$ cat src/rtl/apb_mailbox_pkg.sv
// Shared constants for the APB mailbox: register indices (PADDR[4:2]),
// STATUS bit positions and the read-handshake FSM encoding.
package apb_mailbox_pkg;

  localparam logic [2:0] REG_TXDATA = 3'd0;
  localparam logic [2:0] REG_RXDATA = 3'd1;
  localparam logic [2:0] REG_STATUS = 3'd2;
  localparam logic [2:0] REG_IRQ_EN = 3'd3;

  localparam int ST_TX_FULL  = 0;
  localparam int ST_TX_EMPTY = 1;
  localparam int ST_RX_FULL  = 2;
  localparam int ST_RX_EMPTY = 3;
  localparam int ST_TX_COUNT = 8;
  localparam int ST_RX_COUNT = 16;

  typedef enum logic [1:0] {
    IDLE    = 2'd0,
    RD_WAIT = 2'd1,
    RD_DONE = 2'd2
  } rd_state_t;

endpackage

$ cat src/rtl/sync_fifo.sv
// Single-clock FIFO with flop storage, registered occupancy count and a
// combinational head; push is ignored when full, pop when empty.
module sync_fifo #(
  parameter int WIDTH = 32,
  parameter int DEPTH = 8
) (
  input  logic                     clk,
  input  logic                     rst_n,
  input  logic                     push,
  input  logic [WIDTH-1:0]         push_data,
  input  logic                     pop,
  output logic [WIDTH-1:0]         head,
  output logic [$clog2(DEPTH):0]   count,
  output logic                     full,
  output logic                     empty
);
  localparam int PW = $clog2(DEPTH);
  localparam logic [PW:0] FULL_COUNT = (PW+1)'(DEPTH);

  logic [WIDTH-1:0] mem [DEPTH];
  logic [PW-1:0]    wr_ptr;
  logic [PW-1:0]    rd_ptr;
  logic             do_push;
  logic             do_pop;

  assign full    = (count == FULL_COUNT);
  assign empty   = (count == '0);
  assign do_push = push & ~full;
  assign do_pop  = pop & ~empty;
  // Head is forced to zero when empty so the storage itself needs no reset.
  assign head    = empty ? '0 : mem[rd_ptr];

  always_ff @(posedge clk or negedge rst_n) begin
    if (!rst_n) begin
      wr_ptr <= '0;
      rd_ptr <= '0;
      count  <= '0;
    end else begin
      if (do_push) wr_ptr <= wr_ptr + PW'(1);
      if (do_pop)  rd_ptr <= rd_ptr + PW'(1);
      case ({do_push, do_pop})
        2'b10:   count <= count + (PW+1)'(1);
        2'b01:   count <= count - (PW+1)'(1);
        default: count <= count;
      endcase
    end
  end

  always_ff @(posedge clk) begin
    if (do_push) mem[wr_ptr] <= push_data;
  end

endmodule

$ cat src/rtl/apb_mailbox.sv
// APB3 mailbox between the Cortex-M3 and fabric logic: TX FIFO (M3->fabric),
// RX FIFO (fabric->M3), STATUS, IRQ_EN and a registered level interrupt.
module apb_mailbox
  import apb_mailbox_pkg::*;
#(
  parameter int DEPTH = 8
) (
  input  logic        PCLK,
  input  logic        PRESETN,
  input  logic [31:0] PADDR,
  input  logic        PSEL,
  input  logic        PENABLE,
  input  logic        PWRITE,
  input  logic [31:0] PWDATA,
  output logic [31:0] PRDATA,
  output logic        PREADY,
  output logic        PSLVERR,
  output logic [31:0] m2f_data,
  output logic        m2f_valid,
  input  logic        m2f_ready,
  input  logic [31:0] f2m_data,
  input  logic        f2m_valid,
  output logic        f2m_ready,
  output logic        irq
);
  localparam int CW = $clog2(DEPTH) + 1;

  rd_state_t     state;
  rd_state_t     state_nxt;
  logic [2:0]    reg_sel;
  logic          wr_access;
  logic          wr_err;
  logic          tx_push;
  logic          rx_pop;
  logic          rd_err;
  logic [31:0]   rd_data;
  logic [31:0]   status;
  logic [31:0]   prdata_p1;
  logic          pslverr_p1;
  logic [1:0]    irq_en;
  logic [CW-1:0] tx_count;
  logic [CW-1:0] rx_count;
  logic          tx_full, tx_empty, rx_full, rx_empty;
  logic [31:0]   rx_head;
  logic          unused_paddr;

  assign reg_sel      = PADDR[4:2];
  assign unused_paddr = ^{PADDR[31:5], PADDR[1:0]};

  // Writes complete in their first access cycle; reads never reach IDLE with PENABLE set.
  assign wr_access = PSEL & PENABLE & PWRITE & (state == IDLE);
  assign tx_push   = wr_access & (reg_sel == REG_TXDATA);
  assign wr_err    = wr_access & (reg_sel[2] | (tx_push & tx_full));
  assign rx_pop    = (state == RD_DONE) & (reg_sel == REG_RXDATA) & ~pslverr_p1;

  assign PREADY    = (state != RD_WAIT);
  assign PSLVERR   = pslverr_p1 | wr_err;
  assign PRDATA    = prdata_p1;
  assign m2f_valid = ~tx_empty;
  assign f2m_ready = ~rx_full;

  sync_fifo #(.WIDTH(32), .DEPTH(DEPTH)) u_tx_fifo (
    .clk       (PCLK),
    .rst_n     (PRESETN),
    .push      (tx_push),
    .push_data (PWDATA),
    .pop       (m2f_ready),
    .head      (m2f_data),
    .count     (tx_count),
    .full      (tx_full),
    .empty     (tx_empty)
  );

  sync_fifo #(.WIDTH(32), .DEPTH(DEPTH)) u_rx_fifo (
    .clk       (PCLK),
    .rst_n     (PRESETN),
    .push      (f2m_valid),
    .push_data (f2m_data),
    .pop       (rx_pop),
    .head      (rx_head),
    .count     (rx_count),
    .full      (rx_full),
    .empty     (rx_empty)
  );

  always_comb begin
    status = '0;
    status[ST_TX_FULL]          = tx_full;
    status[ST_TX_EMPTY]         = tx_empty;
    status[ST_RX_FULL]          = rx_full;
    status[ST_RX_EMPTY]         = rx_empty;
    status[ST_TX_COUNT +: CW]   = tx_count;
    status[ST_RX_COUNT +: CW]   = rx_count;
  end

  always_comb begin
    rd_data = '0;
    rd_err  = 1'b0;
    case (reg_sel)
      REG_TXDATA: rd_data = '0;
      REG_RXDATA: begin
        rd_err  = rx_empty;
        rd_data = rx_head;
      end
      REG_STATUS: rd_data = status;
      REG_IRQ_EN: rd_data = {30'b0, irq_en};
      default:    rd_err  = 1'b1;
    endcase
  end

  always_comb begin
    state_nxt = state;
    case (state)
      IDLE:    if (PSEL && !PENABLE && !PWRITE) state_nxt = RD_WAIT;
      RD_WAIT: state_nxt = RD_DONE;
      RD_DONE: state_nxt = IDLE;
      default: state_nxt = IDLE;
    endcase
  end

  always_ff @(posedge PCLK or negedge PRESETN) begin
    if (!PRESETN) state <= IDLE;
    else          state <= state_nxt;
  end

  // ---- read response stage: captured in RD_WAIT, presented in RD_DONE ----
  always_ff @(posedge PCLK or negedge PRESETN) begin
    if (!PRESETN) begin
      prdata_p1  <= '0;
      pslverr_p1 <= 1'b0;
    end else if (state == RD_WAIT) begin
      prdata_p1  <= rd_err ? '0 : rd_data;
      pslverr_p1 <= rd_err;
    end else begin
      prdata_p1  <= '0;
      pslverr_p1 <= 1'b0;
    end
  end

  always_ff @(posedge PCLK or negedge PRESETN) begin
    if (!PRESETN) begin
      irq_en <= '0;
      irq    <= 1'b0;
    end else begin
      if (wr_access && reg_sel == REG_IRQ_EN) irq_en <= PWDATA[1:0];
      irq <= (irq_en[0] & ~rx_empty) | (irq_en[1] & tx_empty);
    end
  end

endmodule

$ cat config.mk
export PLATFORM = sky130hd
export DESIGN_NAME = apb_mailbox
export DESIGN_NICKNAME = d
export VERILOG_FILES = /design/src/rtl/apb_mailbox_pkg.sv /design/src/rtl/sync_fifo.sv /design/src/rtl/apb_mailbox.sv
export SDC_FILE = /design/constraint.sdc
export NUM_CORES = 1
export LEC_CHECK = 0
export ABC_AREA = 1
export BUFFER_PORTS_ARGS = -buffer_cell sky130_fd_sc_hd__buf_2
export CAP_MARGIN = 20
export CORE_MARGIN = 1
export CORE_UTILIZATION = 50
export DETAILED_ROUTE_END_ITERATION = 10
export PLACE_DENSITY = 0.73
export SLEW_MARGIN = 20
export SYNTH_ARGS = -nofsm -noshare
export SYNTH_HDL_FRONTEND = slang
export SYNTH_SLANG_ARGS = --single-unit
$ cat constraint.sdc
create_clock -name PCLK -period 4.34 [get_ports PCLK]
set_clock_uncertainty 0.1 [all_clocks]
set_input_delay 0 -clock PCLK [delete_from_list [all_inputs] [get_ports PCLK]]
set_output_delay 0 -clock PCLK [all_outputs]
set_load 0.01 [all_outputs]
==> out/qor.csv, run 1 <==
metric,value,unit
status,"complete, no violations",
die-area,0.04660,mm²
cts.path.max_buffers,3,
slowest_delay,0.76,ns
r2r_slack,1.19,ns
p_leak,9.975,nW
rows,77,
final-hold-violation-count,0,
swShare,0.3382,
synth_area_leaders,"edfxtp_1 67%, nor2_1 6.7%, dfrtp_1 6.3%",
final_util,0.5987,
synth.mux.area_fraction,0,
path_buf_inv,3,
crit_required,4.24,ns
drv_cap,0,
synth-edff-count,512,
fin_crit_sh,0.7708,
cp-start-kind,flop,
tns,0,ns
grt_pass1_wl,79340,µm
dp_hpwl,27390,µm
peakVddDrop,0.4307,mV
fmax,0.2989,GHz
via_count,15000,
postSynthAreaPerCell,11.99,µm²
finalNetCount,2231,
gp_congestion,0.7775,
synth-compound-area-share,0.08601,
cpMaxStageDelayCell,clkinv_2,
avgRoutedWirePerCell,18.78,µm
post_cts_resize_count,0,
setup_viol,0,
synth_seq_cells,570,
placed_area,0.02410,mm²
routed_wl,51880,µm
synth-simple-area-share,0.1253,
syn_inst,1907,
synth_fa_ha_area_frac,0.005471,
crit_family,buffers and inverters,
ff_latch_area,0.01684,mm²
cts_sinks,570,
antenna_found_initial,5,
cp.arrival,3.25,ns
multi_input_area,0.005155,mm²
dr.pass1.iters,5,
synth_top_family_by_area,simple AND/OR/NAND/NOR gates,
p_int,0.01065,W
cts_tree,yes,
path_cells,clkinv_2 > buf_4 > o21ai_0 > o21ai_1 > o21ai_0 > nor2_1 > buf_2,
fin_crit,3.345,ns
clkPwrFrac,0.294,
synth_flop_cell,edfxtp_1,
grt_overflow_total,0,
die_y,215.9,µm
start_util,0.5116,
syn_area,0.02287,mm²
synthArstFlopShare,0.1018,
ioPinCount,172,
whs,0.04430,ns
yosys.area.top_type,edfxtp_1,
switching_power,0.005442,W
core-area,0.04470,mm²
yosysWarnings,0,
synth_nets,2020,
syn_to_final_growth,17.04,%
yosys.area_share.xor_xnor,0.004213,
cts-root-buf,clkbuf_16,
grt_max_degree,109,
hp-class,primary input to flop,
pwr-share-seq,0.420,
critPathKind,flop to primary output,
num-fill-cells,3436,
p_comb_frac,0.286,
ys_types,36,
crit_path_frequent_cell,o21ai_0,
die_w,215.9,µm
via_per_inst,5.430,
synth_top_cell_area_share,0.6723,
ys_seq_area_frac,0.7358,
power_density,601.3,mW/mm²
layout-drive-gt1-share,0.1358,
grt_usage,0.2209,
design_area,0.02676,mm²
drtIter0Drc,1541,
ant_nets,0,
cts_max_level,2,
end_kind,primary output,
worst_slew_pin_slew,1.069,ns
insertion_delay,0.60,ns
grt_pass1_vias,14650,
rsz0062_at_grt,false,
relSlewSlack,0.2871,
cts_buffers,56,
clk_pin_slew_worst_paths,0.06,ns
drc_errors,0,
maxSlewViolCount,0,
crit_path_max_fanout,65,
portBuffers,142,
logic make-up (layout without fill, tap and decap cells):
family / count (synthesis) / after routing
adders and majority gates: 10 / 10
other: 0 / 5
AOI/OAI and AO/OA: 387 / 387
xor gates and xnor gates: 11 / 11
buffers and inverters: 211 / 469
and+or+nand+nor: 718 / 718
DFF: 570 / 570
final cells by class:
type	count	share of cell area
multi-input cells	1126	0.1926
inverters	107	0.01510
clock buffers	84	0.06045
well taps	592	0.02768
repair buffers	257	0.06741
clock inverters	21	0.007153
flip-flops and latches	570	0.6291
diodes	5	0.0004675
per-stage QoR:
step                      total power, W  cells  setup WS (ns)
after floorplan                  0.01000   1907         0.6526
after global routing             0.01694   2761         0.7219
final                            0.01609   2762         0.9948
after global placement           0.01114   2571          1.324
after detailed placement         0.01132   2571          1.255
after CTS                        0.01611   2756         0.9495
power groups by stage:
| stage | clock network (W) | registers (W) | logic (W) |
|---|---|---|---|
| after detailed placement | 0 | 0.00696 | 0.00436 |
| after global placement | 0 | 0.00693 | 0.00421 |
| final | 0.00474 | 0.00676 | 0.00460 |
| after CTS | 0.00479 | 0.00685 | 0.00447 |
| after floorplan | 0 | 0.00670 | 0.00330 |
| after global routing | 0.00501 | 0.00679 | 0.00513 |
what timing repair did:
action	CTS	global route
hold endpoints to repair	557	0
setup buffers	0	0
hold buffers	80	0
Yosys cell counts (3+ instances only):
| cell | count |
|---|---|
| xnor2_1 | 4 |
| buf_4 | 18 |
| clkbuf_2 | 6 |
| nor2_1 | 407 |
| buf_6 | 7 |
| nand2_1 | 199 |
| buf_2 | 32 |
| clkbuf_1 | 37 |
| nand3_1 | 90 |
| o21ai_1 | 80 |
| nor3_1 | 8 |
| inv_2 | 6 |
| a21oi_1 | 18 |
| ha_1 | 10 |
| nand4_1 | 3 |
| edfxtp_1 | 512 |
| dfrtp_1 | 58 |
| o22ai_1 | 16 |
| inv_1 | 100 |
| o21ai_0 | 269 |
| xor2_1 | 7 |
metal layers:
metal / part of all wire / GRT usage
met2: 0.49 / 0.3700
met5: 0 / 0
met1: 0.40 / 0.2832
met3: 0.077 / 0.04130
met4: 0.032 / 0.09173
path summary, 6_finish.rpt:
kind | start | end | depth (start not counted)
max | u_tx_fifo.rd_ptr[0]$_DFFE_PN0P_ | m2f_data[10] | 7
min | PWRITE | state[0]$_DFFE_PN0P_ | 3
max reg2reg | u_rx_fifo.rd_ptr[0]$_DFFE_PN0P_ | PRDATA[3]$_DFF_PN0_ | 7
min reg2reg | state[1]$_DFFE_PN0P_ | state[1]$_DFFE_PN0P_ | 1
max in group asynchronous | PRESETN | u_rx_fifo.rd_ptr[0]$_DFFE_PN0P_ | 4
min in group asynchronous | PRESETN | PRDATA[26]$_DFF_PN0_ | 3
flip-flops by register name, indices dropped and copies added (netlist names), 3 cells and up:
| signal | count |
|---|---|
| PRDATA | 32 |
| u_rx_fifo.count | 4 |
| u_rx_fifo.mem | 256 |
| u_rx_fifo.rd_ptr | 3 |
| u_rx_fifo.wr_ptr | 3 |
| u_tx_fifo.count | 4 |
| u_tx_fifo.mem | 256 |
| u_tx_fifo.rd_ptr | 3 |
| u_tx_fifo.wr_ptr | 3 |
placed cells by master (no fill, tap or decap), types with 4 or more instances in the layout:
cell type and instances:
clkbuf_8 9, nor3_2 9, inv_1 100, clkinv_1 5, nor2_1 399, clkinv_2 11, xnor2_1 4, a21oi_1 18
dlygate4sd3_1 79, nand3_1 90, xor2_1 7, dfrtp_1 54, inv_2 4, edfxtp_1 512, o21ai_1 80, clkbuf_16 57
nor2_4 9, nand2_1 199, ha_1 10, buf_4 34, o21ai_0 269, diode_2 5, o22ai_1 16, clkbuf_1 18
buf_2 142
worst reg2reg max path, stage by stage (launching register included):
cell      delay [ns]
dfrtp_4         0.77
clkinv_2        0.95
buf_4           0.62
nand2_1         0.11
nand3_1         0.06
nand3_1         0.11
nand3_1         0.14
a21oi_1         0.21
No activity file was read; power rests on OpenSTA's default activity.
==> run 2, diff against run 1 <==
--- a/config.mk
+++ b/config.mk
@@ -5,7 +5,7 @@
 export SDC_FILE = /design/constraint.sdc
 export NUM_CORES = 1
 export LEC_CHECK = 0
-export ABC_AREA = 1
+export ABC_AREA = 0
 export BUFFER_PORTS_ARGS = -buffer_cell sky130_fd_sc_hd__buf_2
 export CAP_MARGIN = 20
 export CORE_MARGIN = 1
==> constraint.sdc (replaced) <==
create_clock -name PCLK -period 3.16 [get_ports PCLK]
set_clock_uncertainty 0.1 [all_clocks]
set_input_delay 0 -clock PCLK [delete_from_list [all_inputs] [get_ports PCLK]]
set_output_delay 0 -clock PCLK [all_outputs]
set_load 0.01 [all_outputs]
==> run 2 against run 1 <==
Count of clock-buffer cells in the layout fell by 8. Sequential share of layout area rose by 1.3 points. Non-clock buffer count rose by 6. Die area fell by 4.6%. Core utilization rose by 0.99 points. Flip-flop and latch count did not move. Setup slack got worse by 0.70 ns. Via count fell by 29%. Total power rose by 29%. Critical path type unchanged. Critical endpoint is now m2f_data[17].
==> out/qor.csv, run 2 <==
metric,value,unit
die_w,210.8,µm
portBuffers,142,
grt_overflow_total,0,
yosys.area.top_type,edfxtp_1,
gp_congestion,0.7897,
power_density,793.1,mW/mm²
drv_cap,0,
peakVddDrop,0.5928,mV
status,"complete, no violations",
cts-root-buf,clkbuf_16,
cts_buffers,55,
syn_area,0.02180,mm²
path_cells,buf_4 > mux4_2 > mux2i_1 > nor2_1 > buf_2,
cts_max_level,2,
synth_seq_cells,570,
grtUsageMet2,0.3271,
endpoint,m2f_data[17],
crit_path_max_fanout,25,
via_per_inst,5.610,
reg2reg_to,u_tx_fifo.count[2]$_DFFE_PN0P_,
num-fill-cells,2965,
slowest_delay,0.75,ns
r2r_start,state[0]$_DFFE_PN0P_,
cts.path.max_buffers,3,
via_count,10650,
cp-start-kind,flop,
relSlewSlack,0.4705,
hp-class,primary input to flop,
power.total,0.02079,W
gr-max-usage-layer,met2,
final_cell_mix,"512 x edfxtp_1, 142 x buf_2, 127 x mux4_2",
grt_pass1_vias,11200,
dr.pass1.iters,5,
setup_viol,0,
synthTopCellsByCount,"512 x edfxtp_1, 127 x mux4_2, 67 x nor2_1",
synthArstFlopShare,0.1018,
insertion_delay,0.60,ns
cp.arrival,2.77,ns
avgRoutedWirePerCell,22.86,µm
path_buf_inv,2,
post-place-ws,0.4870,ns
synth_top_cell_area_share,0.7053,
ff2ff_path_depth,10,
syn_to_final_growth,20.26,%
synth_flop_cell,edfxtp_1,
drc_errors,0,
path_depth,5,
placed_area,0.02353,mm²
yosysWarnings,0,
stdcell_count,1899,
postCtsHoldBufs,79,
cts_sinks,570,
r2r_slack,0.44,ns
worst_slew_pin_slew,0.7943,ns
post_cts_buffers,0,
grt_use_met1,0.2638,
ys_seq_area_frac,0.7719,
post-place-cells,1715,
yosys.cell_count.top_type,edfxtp_1,
use_met3,0.04564,
startpoint,u_tx_fifo.rd_ptr[0]$_DFFE_PN0P_,
clk_pin_slew_worst_paths,0.07,ns
synth_nets,1110,
ioPinCount,172,
fin_crit_sh,0.9080,
core-area,0.04308,mm²
ant_nets,0,
grt_max_degree,46,
final-hold-violation-count,0,
synth_area_leaders,"edfxtp_1 71%, mux4_2 13%, dfrtp_1 6.7%",
postSynthAreaPerCell,21.87,µm²
start_util,0.5061,
antenna_found_initial,5,
die-area,0.04444,mm²
layout_commonest_cell,edfxtp_1,
cpMaxStageDelayCell,dfrtp_4,
p_leak,8.994,nW
layout-drive-gt1-share,0.3280,
maxSlewViolCount,0,
rsz0062_at_grt,false,
drtIter0Drc,934,
rows,76,
die_y,210.8,µm
end_kind,primary output,
crit_required,3.06,ns
fin_crit,2.869,ns
setup_slack,0.2907,ns
dp_hpwl,24110,µm
finalNetCount,1379,
critPathKind,flop to primary output,
cts_tree,yes,
crit_family,multiplexers,
design_area,0.02622,mm²
grt_usage,0.1985,
post_cts_resize_count,0,
grt_pass1_wl,65580,µm
routed_wl,43410,µm
fmax,0.3485,GHz
synth-edff-count,512,
ys_types,51,
syn_inst,997,
run 2: changes by cell type in the layout (fill, tap and decap cells not counted), sizes merged, moves of 9 or more:
cell   before  now
inv       106    7
nor2      410   68
mux4        0  127
mux2i       0   65
o22ai      16    2
a21oi      18    5
nand3      90    5
o21ai     349    2
mux2        0    9
nand2     200   10
run 2: cell families (layout without fill, tap and decap cells):
group,after synthesis,in the layout,synth area share
other cells,0,3,0
flops,570,570,0.7719
buf+inv,56,370,0.01389
fa+ha+maj,10,10,0.005740
compound gates,25,25,0.008667
simple gates,116,116,0.02635
mux,201,201,0.1659
xor+xnor,19,19,0.007634
run 2: layout make-up:
cell class / count / area (µm²) / share of cell area
Clock inverter: 26 / 321.6 / 0.01227
Tap cell: 585 / 732.0 / 0.02792
Inverter: 5 / 18.77 / 0.0007159
Sequential cell: 570 / 16840 / 0.6423
Clock buffer: 76 / 1567 / 0.05975
Timing Repair Buffer: 263 / 1929 / 0.07359
Antenna cell: 3 / 7.507 / 0.0002864
Multi-Input combinational cell: 371 / 4802 / 0.1832
run 2: per-layer routing:
metal  wire length [µm]  share of wire  vias up
li1                   -              -     4610
met1              17610           0.41     5576
met2              21700           0.50      378
met3               3047          0.070       85
met4               1023          0.024        4
met5                 20        0.00046        -
run 2: worst min path at each step:
stage / from / end / slack (ns) / cells after the start
after floorplan: PRESETN / PRDATA[0]$_DFF_PN0_ / -0.40 / 0
after global placement: PWRITE / state[0]$_DFFE_PN0P_ / 0.08 / 2
after detailed placement: PWRITE / state[0]$_DFFE_PN0P_ / 0.09 / 2
after CTS: f2m_data[16] / u_rx_fifo.mem[3][16]$_DFFE_PP_ / 0.06 / 2
after global routing: f2m_data[16] / u_rx_fifo.mem[3][16]$_DFFE_PP_ / 0.09 / 2
final: f2m_data[4] / u_rx_fifo.mem[3][4]$_DFFE_PP_ / 0.1 / 2
run 2: metrics by stage:
step	setup TNS [ns]	util	hold WS, ns
final	0	0.6086	0.09520
after global routing	0	0.6085	0.08812
after CTS	0	0.6084	0.06215
after detailed placement	0	0.5462	0.09396
after global placement	0	0.5462	0.08058
after floorplan	-60.73	-	-0.3956
run 2: worst register-to-register path: cells and delay by family (launching register included):
| family | cells | cell delay [ns] |
|---|---|---|
| AND/OR/NAND/NOR | 4 | 0.97 |
| adder cells (fa/ha/maj) | 2 | 0.51 |
| XOR/XNOR | 3 | 0.48 |
| flip-flops | 1 | 0.39 |
| AO/OA/AOI/OAI | 1 | 0.16 |
run 2: where the power goes:
group | switching, W | internal [W] | total, W | leakage (nW)
clock | 0.00275 | 0.00397 | 0.00672 | 0.925
sequential | 0.000649 | 0.00888 | 0.00953 | 5.39
combinational | 0.00221 | 0.00234 | 0.00455 | 2.68
==> run 3, diff against run 2 <==
--- a/config.mk
+++ b/config.mk
@@ -11,7 +11,8 @@
 export CORE_MARGIN = 1
 export CORE_UTILIZATION = 50
 export DETAILED_ROUTE_END_ITERATION = 10
-export PLACE_DENSITY = 0.73
+export PLACE_DENSITY = 0.76
+export SKIP_CTS_REPAIR_TIMING = 1
 export SLEW_MARGIN = 20
 export SYNTH_ARGS = -nofsm -noshare
 export SYNTH_HDL_FRONTEND = slang
==> constraint.sdc (replaced) <==
create_clock -name PCLK -period 2.59 [get_ports PCLK]
set_clock_uncertainty 0.1 [all_clocks]
set_input_delay 0 -clock PCLK [delete_from_list [all_inputs] [get_ports PCLK]]
set_output_delay 0 -clock PCLK [all_outputs]
set_load 0.01 [all_outputs]
==> run 3 against run 2 <==
Worst hold slack got worse by 0.073 ns. Global-route usage shrank 0.083 points. Largest power group unchanged. Via count is 0.63% higher. Setup slack worse by 0.20 ns. Die area is the same. Core utilization rose by 0.91 points. Flip-flop and latch count is the same. Total power grew 26%. Register-to-register slack got worse by 0.35 ns. Count of clock-buffer cells in the layout shrank 10. Clock power is 29% higher. Sequential share of layout area shrank 0.95 points.
==> out/qor.csv, run 3 (same netlist as run 2, synthesis figures left out) <==
metric,value,unit
final_util,0.6177,
stdcell_count,1913,
start_util,0.5061,
die-area,0.04444,mm²
die_w,210.8,µm
peakVddDrop,0.8700,mV
whs,0.02208,ns
via_count,10720,
power_density,981.1,mW/mm²
setup_viol,0,
drtIter0Drc,937,
avgRoutedWirePerCell,23.49,µm
cts_buffers,54,
cts_sinks,570,
critPathKind,flop to primary output,
clkPwrFrac,0.331,
insertion_delay,0.60,ns
p_leak,9.158,nW
switching_power,0.006984,W
status,"complete, no violations",
swShare,0.2676,
via_per_inst,5.604,
p_comb_frac,0.231,
cts.path.max_buffers,3,
post-place-ws,0.1137,ns
grt_overflow_total,0,
crit_required,2.49,ns
worst_slew_pin_slew,0.7385,ns
gp_congestion,0.7603,
cts_tree,yes,
dp_hpwl,24660,µm
portBuffers,142,
cts-root-buf,clkbuf_16,
crit_path_max_fanout,27,
grt_max_degree,45,
cp.arrival,2.40,ns
setup_slack,0.08862,ns
placed_area,0.02381,mm²
rows,76,
finalNetCount,1394,
grt_usage,0.1977,
drc_errors,0,
grt_pass1_vias,10680,
rsz0062_at_grt,true,
layout_commonest_cell,edfxtp_1,
drv_cap,0,
relSlewSlack,0.5077,
layout-drive-gt1-share,0.3436,
dr.pass1.iters,7,
pwr-share-seq,0.438,
p_int,0.01912,W
antenna_found_initial,2,
maxSlewViolCount,0,
end_kind,primary output,
ant_nets,0,
final-hold-violation-count,0,
fin_crit_sh,0.9658,
cts_max_level,2,
die_y,210.8,µm
ioPinCount,172,
fin_crit,2.501,ns
hp-class,primary input to flop,
routed_wl,44930,µm
syn_to_final_growth,22.06,%
fmax,0.3998,GHz
clk_pin_slew_worst_paths,0.06,ns
final_cell_mix,"512 x edfxtp_1, 142 x buf_2, 127 x mux4_2",
grt_pass1_wl,64300,µm
post-place-cells,1731,
cp-start-kind,flop,
num-fill-cells,2861,
design_area,0.02661,mm²
core-area,0.04308,mm²
[run 3: critical path, stage by stage (launching register included)]
cell	delay, ns
dfrtp_4	0.55
buf_16	0.26
mux4_2	0.54
mux2i_2	0.23
nor2_1	0.07
buf_2	0.16
[run 3: metrics by stage]
| stage | total power (W) | TNS (ns) |
|---|---|---|
| 2_1_floorplan | 0.01555 | -128.80 |
| 6_report | 0.02610 | 0 |
| 4_1_cts | 0.02613 | -0.7075 |
| 3_3_place_gp | 0.01731 | 0 |
| 5_1_grt | 0.02713 | -0.02802 |
| 3_5_place_dp | 0.01746 | 0 |
[run 3: worst paths after layout]
path	startpoint	to	slack, ns	cells past startpoint
setup reg to reg	state[0]$_DFFE_PN0P_	u_tx_fifo.mem[1][27]$_DFFE_PP_	0.09	6
setup / recovery	u_tx_fifo.rd_ptr[0]$_DFFE_PN0P_	m2f_data[11]	0.09	5
hold reg to reg	state[1]$_DFFE_PN0P_	state[1]$_DFFE_PN0P_	0.37	1
hold / removal	PSEL	u_tx_fifo.wr_ptr[0]$_DFFE_PN0P_	0.02	6
min in group asynchronous	PRESETN	u_tx_fifo.wr_ptr[2]$_DFFE_PN0P_	0.57	4
max in group asynchronous	PRESETN	PRDATA[25]$_DFF_PN0_	1.55	4
[run 3: layout make-up]
| type | instances | area (µm²) | area share |
|---|---|---|---|
| multi-input combinational | 371 | 4832 | 0.1816 |
| clock buffer | 66 | 1426 | 0.05361 |
| sequential | 570 | 16840 | 0.6328 |
| antenna | 1 | 2.502 | 0.00009405 |
| clock inverter | 36 | 556.8 | 0.02093 |
| timing repair buffer | 279 | 2201 | 0.08271 |
| inverter | 5 | 18.77 | 0.0007054 |
| tap | 585 | 732.0 | 0.02751 |
[run 3: routing by layer]
metal / vias up / part of all wire / global-route usage
met5: - / 0.00022 / 0
met4: 2 / 0.020 / 0.06122
met3: 73 / 0.073 / 0.05263
met2: 401 / 0.51 / 0.3299
met1: 5598 / 0.40 / 0.2548
li1: 4646 / - / -
[run 3: power by group through the flow]
stage / registers, W / logic [W] / clock network, W
floorplan: 0.0113 / 0.00430 / 0
global placement: 0.0116 / 0.00571 / 0
CTS: 0.0115 / 0.00587 / 0.00878
detailed placement: 0.0116 / 0.00582 / 0
global route: 0.0115 / 0.00649 / 0.00913
finish: 0.0114 / 0.00603 / 0.00864
